<file path="config.mk">
export PLATFORM = sky130hd
export DESIGN_NAME = pe_mem_arbiter
export DESIGN_NICKNAME = d
export VERILOG_FILES = /design/src/rtl/pe_mem_arbiter.sv
export SDC_FILE = /design/constraint.sdc
export NUM_CORES = 1
export LEC_CHECK = 0
export CAP_MARGIN = 10
export CORE_AREA = 3 3 157 159
export CTS_BUF_LIST = sky130_fd_sc_hd__clkbuf_16
export CTS_CLUSTER_SIZE = 25
export DETAILED_ROUTE_END_ITERATION = 6
export DIE_AREA = 0 0 160 162
export DONT_BUFFER_PORTS = 1
export PLACE_DENSITY = 0.35
export SYNTH_ARGS = -nofsm -noshare
export SYNTH_HDL_FRONTEND = slang
export SYNTH_SLANG_ARGS = --single-unit
</file>
<file path="constraint.sdc">
create_clock -name clk -period 1.9 [get_ports clk]
set_input_delay 0.38 -clock clk [delete_from_list [all_inputs] [get_ports clk]]
set_output_delay 0.38 -clock clk [all_outputs]
set_load 0.1 [all_outputs]
</file>
<file path="src/rtl/pe_mem_arbiter.sv">
// Round-robin arbiter sharing one data-memory port among NUM_PE PE controllers.
// Optional BUSY-state abort timer: define PE_MEM_ARB_TIMEOUT_EN.
module pe_mem_arbiter #(
   parameter int unsigned NUM_PE         = 4,
   parameter int unsigned ADDR_W         = 32,
   parameter int unsigned DATA_W         = 32,
   parameter int unsigned TIMEOUT_CYCLES = 64,
   localparam int unsigned ID_W          = $clog2(NUM_PE)
) (
   input  logic                     clk,
   input  logic                     reset,
   input  logic [NUM_PE-1:0]        req_read,
   input  logic [NUM_PE-1:0]        req_write,
   input  logic [NUM_PE*ADDR_W-1:0] req_addr,
   input  logic [NUM_PE*DATA_W-1:0] req_wdata,
   output logic [NUM_PE-1:0]        req_ack,
   output logic [DATA_W-1:0]        req_rdata,
   output logic                     req_err,
   output logic                     mem_read,
   output logic                     mem_write,
   output logic [ADDR_W-1:0]        mem_address,
   output logic [DATA_W-1:0]        mem_wdata,
   input  logic [DATA_W-1:0]        mem_rdata,
   input  logic                     mem_ack,
   output logic                     busy,
   output logic [ID_W-1:0]          grant_id
);

   localparam logic [1:0] S_IDLE = 2'd0;
   localparam logic [1:0] S_BUSY = 2'd1;
   localparam logic [1:0] S_DONE = 2'd2;

   if (NUM_PE < 2 || NUM_PE > 8 || TIMEOUT_CYCLES < 1) begin : g_param_check
      $error("pe_mem_arbiter: parameter out of range");
   end

   logic [1:0]        state;
   logic [ID_W-1:0]   rr_ptr;
   logic [ID_W-1:0]   rr_eff;
   logic [NUM_PE-1:0] active;
   logic              any_active;
   logic [ID_W-1:0]   pick;
   logic [ID_W-1:0]   pick_next;
   int unsigned       scan_idx;

   assign active     = req_read | req_write;
   assign any_active = |active;

   // Out-of-range pointer values (non-power-of-two NUM_PE) restart the scan at slot 0.
   assign rr_eff = (32'(rr_ptr) >= NUM_PE) ? '0 : rr_ptr;

   always_comb begin
      logic found;
      found    = 1'b0;
      pick     = '0;
      scan_idx = 0;
      for (int unsigned k = 0; k < NUM_PE; k++) begin
         scan_idx = (32'(rr_eff) + k) % NUM_PE;
         if (!found && active[scan_idx]) begin
            found = 1'b1;
            pick  = scan_idx[ID_W-1:0];
         end
      end
   end

   assign pick_next = (32'(pick) == NUM_PE - 1) ? '0 : pick + 1'b1;

`ifdef PE_MEM_ARB_TIMEOUT_EN
   localparam int unsigned CNT_W = (TIMEOUT_CYCLES > 1) ? $clog2(TIMEOUT_CYCLES) : 1;

   logic [CNT_W-1:0] to_cnt;
   logic             to_hit;

   assign to_hit = (32'(to_cnt) == TIMEOUT_CYCLES - 1);
`else
   assign req_err = 1'b0;
`endif

   always_ff @(posedge clk) begin
      if (reset) begin
         state       <= S_IDLE;
         rr_ptr      <= '0;
         grant_id    <= '0;
         mem_read    <= 1'b0;
         mem_write   <= 1'b0;
         mem_address <= '0;
         mem_wdata   <= '0;
         req_ack     <= '0;
         req_rdata   <= '0;
         busy        <= 1'b0;
`ifdef PE_MEM_ARB_TIMEOUT_EN
         req_err     <= 1'b0;
         to_cnt      <= '0;
`endif
      end else begin
         req_ack <= '0;
         case (state)
            S_IDLE: begin
               if (any_active) begin
                  state       <= S_BUSY;
                  grant_id    <= pick;
                  rr_ptr      <= pick_next;
                  mem_address <= req_addr[pick*ADDR_W +: ADDR_W];
                  mem_wdata   <= req_wdata[pick*DATA_W +: DATA_W];
                  // Write takes priority when a slot raises both strobes.
                  mem_write   <= req_write[pick];
                  mem_read    <= ~req_write[pick];
                  busy        <= 1'b1;
`ifdef PE_MEM_ARB_TIMEOUT_EN
                  to_cnt      <= '0;
`endif
               end
            end

            S_BUSY: begin
               if (mem_ack) begin
                  state       <= S_DONE;
                  mem_read    <= 1'b0;
                  mem_write   <= 1'b0;
                  mem_address <= '0;
                  mem_wdata   <= '0;
                  req_rdata   <= mem_read ? mem_rdata : '0;
                  req_ack     <= NUM_PE'(1) << grant_id;
`ifdef PE_MEM_ARB_TIMEOUT_EN
                  req_err     <= 1'b0;
               end else if (to_hit) begin
                  state       <= S_DONE;
                  mem_read    <= 1'b0;
                  mem_write   <= 1'b0;
                  mem_address <= '0;
                  mem_wdata   <= '0;
                  req_rdata   <= '0;
                  req_ack     <= NUM_PE'(1) << grant_id;
                  req_err     <= 1'b1;
               end else begin
                  to_cnt      <= to_cnt + 1'b1;
`endif
               end
            end

            S_DONE: begin
               state <= S_IDLE;
               busy  <= 1'b0;
`ifdef PE_MEM_ARB_TIMEOUT_EN
               req_err <= 1'b0;
`endif
            end

            default: begin
               state <= S_IDLE;
               busy  <= 1'b0;
            end
         endcase
      end
   end

endmodule
</file>
==> results of run 1 <==
## power by group through the flow
| stage | sequential [mW] | clock [mW] | combinational (mW) |
|---|---|---|---|
| floorplan | 4.95 | 0 | 1.52 |
| global placement | 2.75 | 0 | 4.59 |
| detailed placement | 2.76 | 0 | 4.64 |
| CTS | 2.70 | 1.98 | 4.64 |
| global route | 2.74 | 2.05 | 4.87 |
| finish | 2.70 | 1.87 | 4.66 |
## layout make-up
class,count,area (sq um)
Fill cell,2447,16300
Multi-Input combinational cell,350,3040
Sequential cell,109,2180
Timing Repair Buffer,143,1220
Tap cell,319,399
Clock buffer,9,225
Clock inverter,7,58.8
Inverter,1,3.75
Antenna cell,1,2.50
## worst max-delay path: cells and delay by family (launching register included)
family	cells	cell delay (ns)
AOI/OAI and AO/OA	3	0.67
buffers and inverters	2	0.33
muxes	1	0.26
and+or+nand+nor	1	0.05
DFF	1	0.36
## how the worst min path moves through the flow
| stage | startpoint | endpoint | slack [ns] |
|---|---|---|---|
| after floorplan | rr_eff[0]$_SDFFE_PP0P_ | rr_eff[0]$_SDFFE_PP0P_ | 0.49 |
| after detailed placement | mem_address[16]$_SDFFE_PP0P_ | mem_address[16]$_SDFFE_PP0P_ | 0.45 |
| after CTS | reset | grant_id[1]$_SDFFE_PP0P_ | 0.05 |
| after global placement | mem_address[1]$_SDFFE_PP0P_ | mem_address[1]$_SDFFE_PP0P_ | 0.45 |
| after global routing | reset | grant_id[0]$_SDFFE_PP0P_ | 0.06 |
| final | reset | grant_id[1]$_SDFFE_PP0P_ | 0.08 |
## what timing repair did
item,CTS,global route
setup buffers,0,2
hold buffers,0,0
endpoints found under the setup margin,0,22
resized for setup,0,6
hold endpoints to repair,0,0
## flip-flops by register name, summed over array words and instances, names as in the netlist
name / flops
grant_id: 2
rr_eff: 2
req_rdata: 32
state: 2
mem_read: 1
mem_write: 1
mem_wdata: 32
req_ack: 4
busy: 1
mem_address: 32
## layer usage
| metal | share of wire (%) | wire length, microns | vias to the layer above | track usage [%] |
|---|---|---|---|---|
| met5 | 0.065 | 13 | - | 0 |
| met4 | 1.2 | 246 | 2 | 4.22 |
| met3 | 11 | 2200 | 15 | 6.63 |
| met2 | 51 | 10100 | 246 | 25.0 |
| met1 | 37 | 7260 | 2070 | 15.5 |
| li1 | - | - | 2155 | - |
## stage by stage
step | std cells | hold slack [ns] | utilization (%) | power [mW] | setup TNS, ns
2_1_floorplan | 503 | 0.495 | - | 6.47 | 0
3_3_place_gp | 919 | 0.449 | 28.9 | 7.34 | -4.95
3_5_place_dp | 919 | 0.453 | 28.9 | 7.40 | -7.87
4_1_cts | 935 | 0.0547 | 30.1 | 9.33 | 0
5_1_grt | 938 | 0.0590 | 30.4 | 9.65 | 0
6_report | 939 | 0.0829 | 30.5 | 9.23 | 0
## cell usage in the layout (no fill, tap or decap), drive strengths merged, types with 2 or more instances in the layout
cell / instances
a21oi: 5
inv: 5
a311oi: 2
o21ai: 5
o221ai: 64
buf: 142
nand2: 75
nor4: 2
nor2: 9
a22o: 33
dfxtp: 109
mux2i: 128
clkbuf: 10
or2: 2
and2: 2
a211oi: 2
clkinvlp: 2
## cells by family (layout without fill, tap and decap cells)
group	count (synthesis)	in the layout	synth area share [%]
mux	128	128	23.4
compound gates	122	122	23.0
flops	109	109	39.9
simple gates	98	98	7.72
buf+inv	44	160	5.68
other cells	1	2	0.0686
xor+xnor	1	1	0.160
==> impl_metrics.yaml, run 1 <==
outcome:
  outcome: "complete, no violations"
worst_setup_path:
  endpoint: "mem_address[30]$_SDFFE_PP0P_"
  cp_cell_sequence: "o21ba_2 -> a311oi_4 -> nor2_4 -> buf_4 -> buf_4 -> mux2i_1 -> o221ai_2"
  critical_path.endpoint_type: "flip-flop"
  r2r_start: "rr_eff[0]$_SDFFE_PP0P_"
  critical_path_class: "flip-flop to flip-flop"
  arrival_ns: 2.01
  max_stage_delay_ns: 0.36
  worst_r2r_path_depth: 7
  path_max_fanout: 4
  crit-reg2reg-capture: "mem_address[30]$_SDFFE_PP0P_"
  crit_start: "rr_eff[0]$_SDFFE_PP0P_"
  worst_ep_required_time_ns: 2.13
  reg2reg_slack_ns: 0.12
  cp-start-kind: "flip-flop"
  critPathSlowestCell: "dfxtp_1"
  cpMostUsedCell: "buf_4"
logic_synthesis:
  synth_nets: 802
  synth_area_per_cell_sq_um: 10.9
  ys_types: 48
  synth_top_cell_by_area: "dfxtp_1"
  syn_area_sq_mm: 0.00546
  async_reset_ff_share_pct: 0
  synth_edf_count: 0
  ys_seq_elements: 109
  yosysMostFrequentCell: "mux2i_1"
  ys_warn_count: 0
  synth_flop_cell: "dfxtp_1"
  ys_top_cells_by_area: "dfxtp_1 40%, mux2i_1 23%, o221ai_2 9.3%"
  synth_cells: 503
  synth_common_cells: "128 x mux2i_1, 109 x dfxtp_1, 74 x nand2_1"
  synth.yosys.seq_area_share_pct: 39.9
  synth_top_area_share_pct: 39.9
detailed_routing:
  drt_iter0_markers: 166
  vias: 4488
  drc: 0
  via_per_inst: 4.78
  postRouteAntennaNets: 0
  wire_per_inst_microns: 21.1
  routed_wl_microns: 19900
  drt-pass1-iter-count: 4
timing:
  fin_ws_ns: 0.120
  fin_skew_ns: 0.0110
  finalCriticalPeriod_ns: 1.78
  slew_violations: 0
  timing.final.crit_share_pct: 93.7
  hold_violations: 0
  timing.fmax_mhz: 562
  rsz0062_at_grt: "no"
  setup_viol: 0
floorplan:
  die_x_microns: 160
  dieHeight_microns: 162
  core_sq_mm: 0.0234
  rows: 56
  die-area_sq_mm: 0.0259
  io_pins: 405
  start_util_pct: 23.3
cts:
  clk_pin_slew_ns: 0.08
  clk_latency_ns: 0.36
  clockRootBuffer: "clkbuf_16"
  cts-buffers-inserted: 9
  h-tree-depth: 3
  cts_max_path_buffers: 2
  clock-sinks: 109
  cts_tree: "done"
pwr:
  p_clk_share_pct: 20.3
  comb_power_share_pct: 50.4
  power.density_mw_per_mm2: 1290
  max-vdd-ir-drop_uv: 388
  p_seq_share_pct: 29.3
  intPower_mw: 4.80
  switching_share_pct: 47.9
  p_switching_mw: 4.42
  leakage_nw: 3.04
global_route:
  grt_pass1_vias: 4646
  antenna_found_initial: 2
  grt.total_usage_pct: 14.3
  grt_max_degree: 41
  overflow: 0
  grt_pass1_wl_microns: 28400
finish:
  final_area_sq_mm: 0.00713
  fin_nets: 913
  areaGrowthSynthToFinish_pct: 30.5
  drive_gt1_share_pct: 34.7
placed_design:
  post-place-ws_ns: -0.213
  port_buffers: 0
  placed_area_sq_mm: 0.00677
  gp_congestion: 0.788
  dp_hpwl_microns: 15900
worst_hold_path:
  min_path_cells: 1
  hold_class: "input pin to flip-flop"
job:
  maxCapViolations: 0
(Power assumes the default switching activity.)
==> run 2, diff against run 1 <==
Settings changed: CORE_AREA 3 3 157 159 to 3 3 158 160, DIE_AREA 0 0 160 162 to 0 0 161 163, DONT_BUFFER_PORTS 1 to unset, PLACE_DENSITY 0.35 to 0.58.
==> run 2 against run 1 <==
  * Hold slack gained 0.39 ns
  * Routed wire length grew 27%
  * Clock-buffer cell count is the same
  * Worst setup slack lost 0.050 ns
  * Largest power group unchanged
  * Register-to-register slack lost 0.04 ns
  * Clock power grew 8%
  * Critical path type is now input pin to flip-flop
  * Maximum frequency shrank 2.7%
  * Via count grew 31%
==> impl_metrics.yaml, run 2 (same netlist as run 1, synthesis figures left out) <==
worst_setup_path:
  critical_path.endpoint_type: "flip-flop"
  cp-start-kind: "input pin"
  arrival_ns: 2.07
  worst_ep_required_time_ns: 2.14
  max_stage_delay_ns: 0.45
  reg2reg_slack_ns: 0.08
  path_max_fanout: 8
  cp_cell_sequence: "clkdlybuf4s15_1 -> or4_4 -> nand2_2 -> o32a_4 -> buf_12 -> buf_12 -> mux2i_2 -> o221ai_2"
  cpMostUsedCell: "buf_12"
  critical_path_class: "input pin to flip-flop"
  critPathSlowestCell: "or4_4"
cts:
  clk_latency_ns: 0.36
  cts_tree: "done"
  clockRootBuffer: "clkbuf_16"
  clk_pin_slew_ns: 0.09
  h-tree-depth: 3
  cts-buffers-inserted: 9
  cts_hold_buf: 0
  clock-sinks: 109
  cts_max_path_buffers: 2
finish:
  fin_nets: 1252
  antennaDiodeCount: 0
  multiInputGateArea_sq_mm: 0.00324
  layout_commonest_cell: "clkdlybuf4s50_1"
  areaGrowthSynthToFinish_pct: 105
  n_fill_cell: 2229
  top_regs: "mem_address x32, mem_wdata x32, req_rdata x32"
  drive_gt1_share_pct: 29.9
  seq_area_sq_mm: 0.00219
  layout_common_cells: "290 x clkdlybuf4s50_1, 128 x buf_4, 107 x dfxtp_1"
detailed_routing:
  wire_per_inst_microns: 19.7
  dr_wl_met3_microns: 2590
  drt-pass1-iter-count: 4
  postRouteAntennaNets: 0
  route.met2.wl_microns: 12700
  top_layer_used: "met5"
  drc: 0
  vias: 5869
  routed_wl_microns: 25100
  met1Wirelength_microns: 9510
  drt_iter0_markers: 168
  via_per_inst: 4.60
global_route:
  grt_pass1_wl_microns: 36900
  grt_pass1_vias: 6139
  antenna_found_initial: 1
  grt_max_degree: 49
  overflow: 0
  grt.total_usage_pct: 18.3
floorplan:
  die_x_microns: 161
  die-area_sq_mm: 0.0262
  start_util_pct: 23.2
  dieHeight_microns: 163
  rows: 56
  core_sq_mm: 0.0235
  io_pins: 405
job:
  maxCapViolations: 0
outcome:
  outcome: "complete, no violations"
pwr:
  leakage_nw: 4.59
  p_total_mw: 11.0
  max-vdd-ir-drop_uv: 469
  power.density_mw_per_mm2: 979
timing:
  finalSetupTns_ns: 0
  slew_violations: 0
  setup_viol: 0
  timing.final.crit_share_pct: 96.3
  tightest_slew_ns: 0.700
  hold_violations: 0
  finalCriticalPeriod_ns: 1.83
  timing.fmax_mhz: 547
  fin_skew_ns: 0.0152
  relSlewSlack_pct: 53.1
  rsz0062_at_grt: "no"
placed_design:
  port_buffers: 403
  gp_congestion: 0.815
  dp_hpwl_microns: 19800
worst_hold_path:
  hold_class: "flip-flop to flip-flop"
run 2: cell types whose count changed in the layout (fill, tap and decap cells not counted), sizes merged:
| cell | change |
|---|---|
| clkinv | +2 |
| clkbuf | +6 |
| clkdlybuf4s50 | +290 |
| clkdlybuf4s15 | +1 |
| buf | +38 |
| dlygate4sd2 | +4 |
| clkinvlp | -2 |
| diode | -1 |
run 2: metal layers:
layer | track usage, % | vias up
met2 | 33.2 | 275
met3 | 7.71 | 24
met5 | 0 | -
met1 | 20.3 | 2731
li1 | - | 2837
met4 | 3.21 | 2
run 2: path summary, 6_finish.rpt:
| kind | start | endpoint | cells past startpoint |
|---|---|---|---|
| max | req_write[3] | mem_address[18]$_SDFFE_PP0P_ | 8 |
| min | mem_address[9]$_SDFFE_PP0P_ | mem_address[9]$_SDFFE_PP0P_ | 2 |
| max reg2reg | rr_eff[0]$_SDFFE_PP0P_ | mem_address[21]$_SDFFE_PP0P_ | 8 |
| min reg2reg | mem_address[9]$_SDFFE_PP0P_ | mem_address[9]$_SDFFE_PP0P_ | 2 |
run 2: worst max-delay path, delay by kind of cell:
kind                   cells  cell delay [ns]
and+or+nand+nor            2             0.54
muxes                      1             0.25
AOI/OAI and AO/OA          2             0.38
buffers and inverters      3             0.52
run 2: where the power goes:
part,total [mW],internal (mW),switching [mW],leakage (nW)
clock,2.02,0.964,1.06,0.154
sequential,2.81,2.60,0.216,0.895
combinational,6.15,2.54,3.61,3.54
run 2: cell type report:
class,count,area share [%]
flip-flops and latches,109,19.5
clock buffers,9,2.01
repair buffers,482,45.2
clock inverters,7,0.836
multi-input cells,350,28.9
well taps,319,3.56
inverters,1,0.0335
run 2: repair_timing:
item	CTS	global route
pin swaps	10	10
resized for setup	36	33
endpoints found under the setup margin	67	65
gates cloned	3	4
buffers inserted	9	1
run 2: metrics by stage:
stage / setup WS [ns] / util, % / std cells / hold slack (ns) / area (sq um)
after floorplan: 0.000825 / - / 503 / 0.495 / 5480
after global placement: -0.716 / 43.9 / 1244 / 0.445 / 10300
after detailed placement: -0.708 / 43.9 / 1244 / 0.448 / 10300
after CTS: 0.000815 / 46.6 / 1272 / 0.471 / 11000
after global routing: 0.00114 / 47.7 / 1277 / 0.497 / 11200
final: 0.0705 / 47.7 / 1277 / 0.468 / 11200
==> run 3, diff against run 2 <==
Settings changed: MAX_ROUTING_LAYER set to met4.
==> run 3 against run 2 <==
  * Hold slack is essentially flat
  * Combinational power barely moved
  * Sequential share of layout area about the same
  * Flip-flop and latch count stayed put
  * Non-clock buffer count stayed put
  * Routed wire length is 0.12% lower
  * Clock skew hardly changed
  * Global-route usage increased by 0.52 points
  * Power barely moved
  * Highest routed layer is now met4
  * Register-to-register slack is essentially flat
==> impl_metrics.yaml, run 3 (same netlist as run 1, synthesis figures left out) <==
floorplan:
  die-area_sq_mm: 0.0262
  io_pins: 405
  core_sq_mm: 0.0235
  die_x_microns: 161
  start_util_pct: 23.2
  rows: 56
  dieHeight_microns: 163
detailed_routing:
  via_per_inst: 4.59
  vias: 5862
  drt_iter0_markers: 178
  wire_per_inst_microns: 19.7
  drc: 0
  postRouteAntennaNets: 0
  drt-pass1-iter-count: 4
  routed_wl_microns: 25100
pwr:
  power.density_mw_per_mm2: 979
  max-vdd-ir-drop_uv: 471
  leakage_nw: 4.59
  p_total_mw: 11.0
worst_setup_path:
  path_buf_inv: 3
  cpMostUsedCell: "buf_12"
  worst_ep_required_time_ns: 2.14
  critPathSlowestCell: "or4_4"
  critical_path_class: "input pin to flip-flop"
  critical_path.endpoint_type: "flip-flop"
  cp-start-kind: "input pin"
  cp_cell_sequence: "clkdlybuf4s15_1 -> or4_4 -> nand2_2 -> o32a_4 -> buf_12 -> buf_12 -> mux2i_2 -> o221ai_2"
  path_max_fanout: 8
  arrival_ns: 2.07
  critPathTopFamily: "simple AND/OR/NAND/NOR gates"
  max_stage_delay_ns: 0.45
global_route:
  grt_pass1_wl_microns: 36700
  overflow: 0
  grt_pass1_vias: 6190
  grt.total_usage_pct: 18.8
  grt_max_degree: 49
  antenna_found_initial: 1
finish:
  drive_gt1_share_pct: 29.9
  layout_commonest_cell: "clkdlybuf4s50_1"
  areaGrowthSynthToFinish_pct: 105
  final_area_sq_mm: 0.0112
  layout_common_cells: "290 x clkdlybuf4s50_1, 128 x buf_4, 107 x dfxtp_1"
  fin_nets: 1252
  top_regs: "mem_address x32, mem_wdata x32, req_rdata x32"
cts:
  clock-sinks: 109
  cts_hold_buf: 0
  clk_latency_ns: 0.36
  clk_pin_slew_ns: 0.09
  cts_tree: "done"
  cts-buffers-inserted: 9
  cts_max_path_buffers: 2
  h-tree-depth: 3
  clockRootBuffer: "clkbuf_16"
placed_design:
  placed_area_sq_mm: 0.0103
  dp_hpwl_microns: 19800
  gp_congestion: 0.827
  port_buffers: 403
timing:
  rsz0062_at_grt: "no"
  finalCriticalPeriod_ns: 1.83
  fin_skew_ns: 0.0155
  timing.fmax_mhz: 548
  timing.final.crit_share_pct: 96.1
  fin_hold_ws_ns: 0.468
  slew_violations: 0
  relSlewSlack_pct: 53.3
  setup_viol: 0
  tightest_slew_ns: 0.695
  hold_violations: 0
  finalSetupTns_ns: 0
outcome:
  outcome: "complete, no violations"
job:
  maxCapViolations: 0
worst_hold_path:
  hold_class: "flip-flop to flip-flop"
## run 3: cell count changes in the layout (fill, tap and decap cells not counted)
cell and delta:
diode_2 +1
## run 3: tightest hold or removal path, cell delays in order (launching register included)
cell and delay, ns:
dfxtp_1 0.33, nand2_1 0.05, o221ai_1 0.05
## run 3: power by group
| part | internal, mW | switching (mW) | leakage, nW |
|---|---|---|---|
| clock network | 0.964 | 1.05 | 0.154 |
| logic | 2.54 | 3.61 | 3.54 |
| registers | 2.60 | 0.216 | 0.895 |
## run 3: timing repair
action	in CTS	in global routing
pin swaps	10	9
setup endpoints to repair	67	65
setup buffers	9	1
gates cloned	3	4
gates resized for setup	36	33
## run 3: per-stage QoR
| step | worst slack (ns) | instances | utilization [%] |
|---|---|---|---|
| floorplan | 0.000825 | 503 | - |
| global route | 0.00117 | 1278 | 47.7 |
| CTS | 0.000815 | 1272 | 46.6 |
| global placement | -0.716 | 1244 | 43.9 |
| detailed placement | -0.708 | 1244 | 43.9 |
| finish | 0.0748 | 1278 | 47.7 |
## run 3: layout make-up
class,instances,area (sq um)
Antenna cell,1,2.50
Clock buffer,9,225
Clock inverter,7,93.8
Fill cell,2228,12300
Inverter,1,3.75
Multi-Input combinational cell,350,3240
Sequential cell,109,2190
Tap cell,319,399
Timing Repair Buffer,482,5070
## run 3: worst paths after layout
path / slack, ns / depth (start not counted) / endpoint / from
setup reg to reg: 0.08 / 8 / mem_address[21]$_SDFFE_PP0P_ / rr_eff[0]$_SDFFE_PP0P_
hold / removal: 0.47 / 2 / mem_address[9]$_SDFFE_PP0P_ / mem_address[9]$_SDFFE_PP0P_
hold reg to reg: 0.47 / 2 / mem_address[9]$_SDFFE_PP0P_ / mem_address[9]$_SDFFE_PP0P_
setup / recovery: 0.07 / 8 / mem_address[18]$_SDFFE_PP0P_ / req_write[3]
## run 3: layer usage
layer	global-route usage [%]	share of wire [%]	up-vias
met4	3.21	1.1	0
li1	-	-	2838
met5	-	0	-
met3	6.71	9.1	18
met2	33.3	51	266
met1	20.8	39	2740
